`config.mk`:
```
export PLATFORM = sky130hd
export DESIGN_NAME = reg_file
export DESIGN_NICKNAME = d
export VERILOG_FILES = /design/src/rtl/reg_file_pkg.sv /design/src/rtl/reg_scoreboard.sv /design/src/rtl/reg_file.sv
export SDC_FILE = /design/constraint.sdc
export NUM_CORES = 2
export LEC_CHECK = 0
export CAP_MARGIN = 0
export CELL_PAD_IN_SITES_DETAIL_PLACEMENT = 0
export CELL_PAD_IN_SITES_GLOBAL_PLACEMENT = 1
export CORE_MARGIN = 2
export CORE_UTILIZATION = 55
export DETAILED_ROUTE_END_ITERATION = 10
export GPL_TIMING_DRIVEN = 0
export PLACE_DENSITY = 0.93
export SLEW_MARGIN = 20
export SYNTH_ARGS = -nofsm -noshare
export SYNTH_HDL_FRONTEND = slang
export SYNTH_SLANG_ARGS = --single-unit
```
`constraint.sdc`:
```
create_clock -name i_clk -period 4.28 [get_ports i_clk]
set_clock_uncertainty 0.15 [all_clocks]
set_input_delay 0.642 -clock i_clk [delete_from_list [all_inputs] [get_ports i_clk]]
set_output_delay 0.642 -clock i_clk [all_outputs]
set_load 0.1 [all_outputs]
```
`src/rtl/reg_file_pkg.sv`:
```
// Shared widths and architectural register indices for the integer register file.
package reg_file_pkg;

    localparam int XLEN   = 32;
    localparam int XADDR  = 5;
    localparam int REG_X0 = 0;
    localparam int REG_SP = 2;

endpackage

```
`src/rtl/reg_scoreboard.sv`:
```
// Write-pending scoreboard: one busy bit per register plus the read-after-write stall compare.
// REGFILE_BYPASS_EN: a same-cycle write-back to rsK resolves that operand's hazard.
module reg_scoreboard
    import reg_file_pkg::*;
#(
    parameter int ADDR_W = XADDR
) (
    input  logic                   i_clk,
    input  logic                   i_rst_n,
    input  logic [ADDR_W-1:0]      i_rd_addr,
    input  logic                   i_rd_write,
    input  logic [ADDR_W-1:0]      i_rs1_addr,
    input  logic [ADDR_W-1:0]      i_rs2_addr,
    input  logic                   i_issue_valid,
    input  logic [ADDR_W-1:0]      i_issue_rd,
    input  logic                   i_flush,
    output logic [2**ADDR_W-1:0]   or_busy,
    output logic                   o_stall
);

    logic [2**ADDR_W-1:0] r_busy;
    logic                 w_hit1;
    logic                 w_hit2;

    // Priority per bit: flush, then a new issue (younger owner), then write-back clear.
    always_ff @(posedge i_clk or negedge i_rst_n) begin
        if (!i_rst_n) begin
            r_busy <= '0;
        end else begin
            for (int n = 0; n < 2**ADDR_W; n++) begin
                if (n == REG_X0)
                    r_busy[n] <= 1'b0;
                else if (i_flush)
                    r_busy[n] <= 1'b0;
                else if (i_issue_valid && i_issue_rd == ADDR_W'(n))
                    r_busy[n] <= 1'b1;
                else if (i_rd_write && i_rd_addr == ADDR_W'(n))
                    r_busy[n] <= 1'b0;
            end
        end
    end

`ifdef REGFILE_BYPASS_EN
    assign w_hit1 = i_rd_write && (i_rd_addr == i_rs1_addr);
    assign w_hit2 = i_rd_write && (i_rd_addr == i_rs2_addr);
`else
    assign w_hit1 = 1'b0;
    assign w_hit2 = 1'b0;
`endif

    assign o_stall = (r_busy[i_rs1_addr] && !w_hit1) || (r_busy[i_rs2_addr] && !w_hit2);
    assign or_busy = r_busy;

endmodule

```
`src/rtl/reg_file.sv`:
```
// Integer register file: async-reset storage, two combinational read ports, scoreboard instance.
// REGFILE_BYPASS_EN: forward same-cycle write-back data onto the read ports.
module reg_file
    import reg_file_pkg::*;
#(
    parameter int                DATA_W  = XLEN,
    parameter int                ADDR_W  = XADDR,
    parameter logic [DATA_W-1:0] SP_INIT = '0
) (
    input  logic                   i_clk,
    input  logic                   i_rst_n,
    input  logic [ADDR_W-1:0]      i_rd_addr,
    input  logic                   i_rd_write,
    input  logic [DATA_W-1:0]      i_rd_data,
    input  logic [ADDR_W-1:0]      i_rs1_addr,
    input  logic [ADDR_W-1:0]      i_rs2_addr,
    input  logic                   i_issue_valid,
    input  logic [ADDR_W-1:0]      i_issue_rd,
    input  logic                   i_flush,
    output logic [DATA_W-1:0]      o_rs1_data,
    output logic [DATA_W-1:0]      o_rs2_data,
    output logic [2**ADDR_W-1:0]   or_busy,
    output logic                   o_stall
);

    logic [DATA_W-1:0] r_regs [0:2**ADDR_W-1];
    logic [ADDR_W-1:0] w_rs_addr [0:1];

    // Reset must be visible without a clock edge, so the array carries an async reset.
    always_ff @(posedge i_clk or negedge i_rst_n) begin
        if (!i_rst_n) begin
            for (int n = 0; n < 2**ADDR_W; n++)
                r_regs[n] <= (n == REG_SP) ? SP_INIT : '0;
        end else if (i_rd_write && i_rd_addr != ADDR_W'(REG_X0)) begin
            r_regs[i_rd_addr] <= i_rd_data;
        end
    end

    assign w_rs_addr[0] = i_rs1_addr;
    assign w_rs_addr[1] = i_rs2_addr;

    genvar gi;
    generate
        for (gi = 0; gi < 2; gi++) begin : g_rd
            logic              w_fwd;
            logic [DATA_W-1:0] w_data;
`ifdef REGFILE_BYPASS_EN
            assign w_fwd = i_rd_write && (i_rd_addr == w_rs_addr[gi]) &&
                           (w_rs_addr[gi] != ADDR_W'(REG_X0));
`else
            assign w_fwd = 1'b0;
`endif
            assign w_data = (w_rs_addr[gi] == ADDR_W'(REG_X0)) ? '0 :
                            w_fwd                              ? i_rd_data :
                                                                 r_regs[w_rs_addr[gi]];
        end
    endgenerate

    assign o_rs1_data = g_rd[0].w_data;
    assign o_rs2_data = g_rd[1].w_data;

    reg_scoreboard #(
        .ADDR_W (ADDR_W)
    ) u_scoreboard (
        .i_clk         (i_clk),
        .i_rst_n       (i_rst_n),
        .i_rd_addr     (i_rd_addr),
        .i_rd_write    (i_rd_write),
        .i_rs1_addr    (i_rs1_addr),
        .i_rs2_addr    (i_rs2_addr),
        .i_issue_valid (i_issue_valid),
        .i_issue_rd    (i_issue_rd),
        .i_flush       (i_flush),
        .or_busy       (or_busy),
        .o_stall       (o_stall)
    );

endmodule

```
Yosys cells after proc, flatten, opt, wreduce, memory -nomap -nowiden
Cells that the tools add are included.
W data, S select, Z words.
Word-level totals
  register bits: 1055
  output and inout port bits: 97
  word-level logic and storage cells: 341
Cells by class
  magnitude comparators: 6
  equality and inequality tests: 62
  multiplexer cells: 108
  bitwise operators: 3
  reduce and logical (&&, ||, !) cells: 99
Operators with widths (number)
  $bwmux W1024: 1
  $bmux W32 S5: 2
  $mux W32: 7
  $demux W32 S5: 1
  $eq A5 B5 Y1 const B: 32
  $mux W1: 95
  $reduce_bool A3 Y1: 31
  $eq A5 B4 Y1 const B: 16
  $logic_and A1 B1 Y1: 64
  $eq A5 B3 Y1 const B: 8
  $eq A5 B2 Y1 const B: 4
  $ge A6 B6 Y1 const B: 3
  $not A5 Y6: 3
  $lt A5 B6 Y1 const B: 2
  $bmux W1 S5: 2
  $eq A5 B1 Y1 const B: 2
  $logic_not A5 Y1: 2
  $lt A6 B1 Y1 const B: 1
  $reduce_bool A5 Y1: 1
  $logic_or A1 B1 Y1: 1

Depth between registers and ports, before layout
  depth after elaboration: 6
  depth in mapped cells: 9
  mapped depth without buffers: 5

By module
From an unflattened synthesis, not the netlist that was laid out.
Unflattened totals
  cell total of the unflattened synthesis: 3840
  area total of the unflattened synthesis: 56441.6 sq um
Modules (own cells, without submodules)
  reg_file: instances 1, cells each 3621, area each 54369.6 sq um, sequential area each 25624.6 sq um
  reg_scoreboard: instances 1, cells each 219, area each 2072.0 sq um, sequential area each 775.7 sq um

Least setup slack after synthesis
Ideal clock, no wire load.
  path type: input port to output port
  start: in i_rs1_addr[0]
  end: out o_rs1_data[29]
  data arrival time: 3.344 ns
  setup slack: 0.144 ns
  cell stages on the path: 9
  cell sequence: buf_2 -> buf_6 -> buf_6 -> buf_4 -> nor3_1 -> a21oi_1 -> buf_2 -> a22oi_1 -> a21oi_1
On the way
  word-level cells in the longest chain between the ends: 5
  elaborated cells between the ends (all ways): 6
  classes of those cells: mux: 4; bitwise: 1; reduce/logical: 1
RTL lines
  start, declared: line reg_file.sv:15  | input logic [ADDR_W-1:0] i_rs1_addr,
  $not A5 Y6 (not written as such): line reg_file.sv:55  | r_regs[w_rs_addr[gi]];
  $bmux W32 S5: line reg_file.sv:55
  $mux W32 (not written as such) (2 in series): line reg_file.sv:55
  $mux W32 *: line reg_file.sv:53  | assign w_data = (w_rs_addr[gi] == ADDR_W'(REG_X0)) ? '0 :
  end, declared: line reg_file.sv:20  | output logic [DATA_W-1:0] o_rs1_data,
Mark *: on every way between the ends. The rest lies on a longest branch, timed or not. The select of a mux whose other input is x is not followed.

Worst setup path in the final report
  start: in i_rs2_addr[3]
  end: out o_rs2_data[4]
On the way
  word-level cells in the longest chain between the ends: 5
  elaborated cells between the ends (all ways): 6
  classes of those cells: mux: 4; bitwise: 1; reduce/logical: 1
RTL lines
  start, declared: line reg_file.sv:16  | input logic [ADDR_W-1:0] i_rs2_addr,
  $not A5 Y6 (not written as such): line reg_file.sv:55
  $bmux W32 S5: line reg_file.sv:55
  $mux W32 (not written as such) (2 in series): line reg_file.sv:55
  $mux W32 *: line reg_file.sv:53
  end, declared: line reg_file.sv:21  | output logic [DATA_W-1:0] o_rs2_data,
Marked as above.

==> impl_metrics.yaml <==
run_status:
  status: "finished, violations left"
  violations: "negative setup slack"
min_path:
  min_path_cells: 3
  hold_class: "input port to flop"
  min_to: "u_scoreboard.or_busy[31]"
  hp-start: "i_issue_rd[2]"
global_routing:
  use_met1: 0.445
  grt_overflow_total: 0
  grt-busiest-layer: "met2"
  met2_usage: 0.529
  grt_usage: 0.347
  grt_antenna_before_repair: 1
  grt_pass1_wl_um: 260000
  met3_usage: 0.115
  grt_max_degree: 149
  first_global_vias: 38534
yosys:
  synth_top_area_frac: 0.469
  ys_seq_area_frac: 0.469
  ys_warn_count: 0
  synthAdderAreaFrac: 0
  synth_cell_type_count: 43
  syn-num-nets: 3613
  synth_compound_area_frac: 0.0169
  synth_commonest_cells: "mux2_2 (1092), dfrtp_1 (1055), mux4_2 (590)"
  synth_edf_count: 0
  avgSynthCellArea_um2: 15.8
  synth_top_family_by_area: "multiplexers"
  yosys.area_share.simple: 0.0176
  ys_ff_latch: 1055
  syn_area_um2: 56300
  synthFlopType: "dfrtp_1"
  synth.area.top_cells: "dfrtp_1 (47%), mux4_2 (24%), mux2_2 (22%)"
  synthArstFlopShare: 1.00
  synth_xor_area_frac: 0
  synthCells: 3556
  yosysTopAreaCell: "dfrtp_1"
  synthMuxAreaShare: 0.463
  synth.most_common_cell: "mux2_2"
placement:
  dp_slack_ns: -1.52
  portBuffers: 140
  gp_congestion: 0.925
  place_hpwl_um: 123000
setup_path:
  required_ns: 3.49
  ff2ff_path_depth: 2
  r2r_end: "u_scoreboard.or_busy[16]"
  start_kind: "input port"
  r2r_slack_ns: 3.29
  timing.rr.start: "u_scoreboard.or_busy[16]"
  arrival_ns: 3.54
  critical_path_class: "input port to primary output"
  path_max_fanout: 10
  setup.worst_path.end_class: "primary output"
timing:
  worst_slew_pin_slew_ns: 1.33
  slew-limit-headroom: 0.117
  timing.final.crit_share: 1.01
  finalMaxSlewViolations: 0
  setup_viol: 7
  rsz0062_at_grt: "no"
  finalHoldViolCount: 0
  fmaxAchievable_mhz: 231
  setup_tns_ns: -0.188
  setup_slack_ns: -0.0530
  period_minus_slack_ns: 4.33
  whs_ns: 0.163
finish:
  nets: 3876
  drive_above_1_share: 0.561
  final_util: 0.628
  fillCellCount: 7277
  syn_to_final_growth_pct: 13.3
clocking:
  cts_buffers: 109
  tritoncts: "done"
  clock_latency_ns: 0.71
  cts.sinks: 1055
  clk_pin_slew_ns: 0.06
  clock-root-buffer: "clkbuf_16"
  clk_path_buf_depth: 3
  postCtsSetupBuffers: 0
  htreeDepth: 3
routing:
  vias: 36797
  vias_per_cell: 6.97
  wl_per_cell_um: 33.8
  drc: 0
  drtIter0Drc: 4337
  drt-total-wl_um: 178000
  antenna_left: 0
  drt-pass1-iter-count: 5
floorplanning:
  rows: 117
  io_pins: 154
  die_h_um: 324
  dieArea_um2: 105000
  start_util: 0.554
  die_x_um: 324
  core_um2: 102000
pwr:
  p_leak_nw: 27.5
  ir_worst_vdd_v: 0.000438
  p_per_area_nw_per_um2: 488
flow_run:
  drv_cap: 0
registers in the layout, summed over array words and instances (netlist names):
register	flops
r_regs	1024
u_scoreboard.or_busy	31
cells by family after synthesis:
logic type,Yosys count
buffers and inverters,421
AO/OA/AOI/OAI,146
AND/OR/NAND/NOR,220
other,1
flip-flops,1055
multiplexers,1713
report_power, final:
group	switching, mW	total, mW	internal (mW)	leakage, nW
Sequential	1.39	13.2	11.8	13.6
Combinational	3.52	7.40	3.88	12.0
Clock	4.28	10.5	6.22	1.95
cell type report:
class	count	area, um^2	area share
clock buffer	156	3230	0.0506
sequential	1055	26400	0.414
buffer	417	2080	0.0326
timing repair buffer	152	1610	0.0253
clock inverter	48	733	0.0115
antenna	2	5.00	0.0000785
multi-input combinational	2080	28000	0.439
tap	1368	1710	0.0268
inverter	4	15.0	0.000235
critical path, cell delays in order:
cell	delay, ns
clkdlybuf4s50_1	0.74
clkbuf_4	0.44
clkbuf_4	0.39
mux2_2	0.40
a22oi_1	0.26
nand2_1	0.16
clkdlybuf4s15_2	0.49
worst max-delay path by stage:
stage	from	end	slack (ns)	cells after the start
2_1_floorplan	i_rs1_addr[0]	o_rs1_data[29]	0.14	9
3_5_place_dp	i_rs2_addr[3]	o_rs2_data[31]	-1.52	7
5_1_grt	i_rs1_addr[0]	o_rs1_data[13]	0.001	10
6_report	i_rs2_addr[3]	o_rs2_data[4]	-0.05	7
3_3_place_gp	i_rst_n	r_regs[881]	-45.27	1
4_1_cts	i_rs2_addr[1]	o_rs2_data[31]	-0.05	7
cells in the final DEF, fill, tap and decap left out, drive strengths merged, types with 4 or more instances in the layout:
cell type      instances
a21oi                 48
a22oi                 76
and3                   7
buf                  194
bufinv                16
clkbuf               406
clkdlybuf4s15         45
clkdlybuf4s18          5
clkdlybuf4s50         74
clkinv                24
clkinvlp               4
dfrtp               1055
inv                    8
mux2                1120
mux4                 590
nand2                 94
nand2b                14
nand3                  8
nor2                  60
nor2b                 10
nor3                  10
o21ai                 14
or3                    4
per-layer routing:
metal  part of all wire  vias up  wire (um)
met5           0.000062        -         11
met4              0.060        2      10600
met3               0.12      573      20600
met2               0.46     2276      82500
met1               0.36    19690      64600
li1                   -    14256          -
through the flow:
step | total power [mW] | instance area, um^2 | std cells
2_1_floorplan | 18.5 | 56300 | 3556
3_3_place_gp | 20.3 | 59400 | 5064
3_5_place_dp | 20.6 | 59700 | 5075
4_1_cts | 31.0 | 63900 | 5280
5_1_grt | 32.0 | 63800 | 5280
6_report | 31.1 | 63800 | 5282
repair_timing:
action / in CTS / in global routing
resized for setup: 271 / 77
hold buffers: 1 / 0
hold endpoints to repair: 45 / 0
pin swaps: 0 / 0
cloned: 0 / 0
endpoints found under the setup margin: 65 / 47
Power figures use the tool's default switching activity.
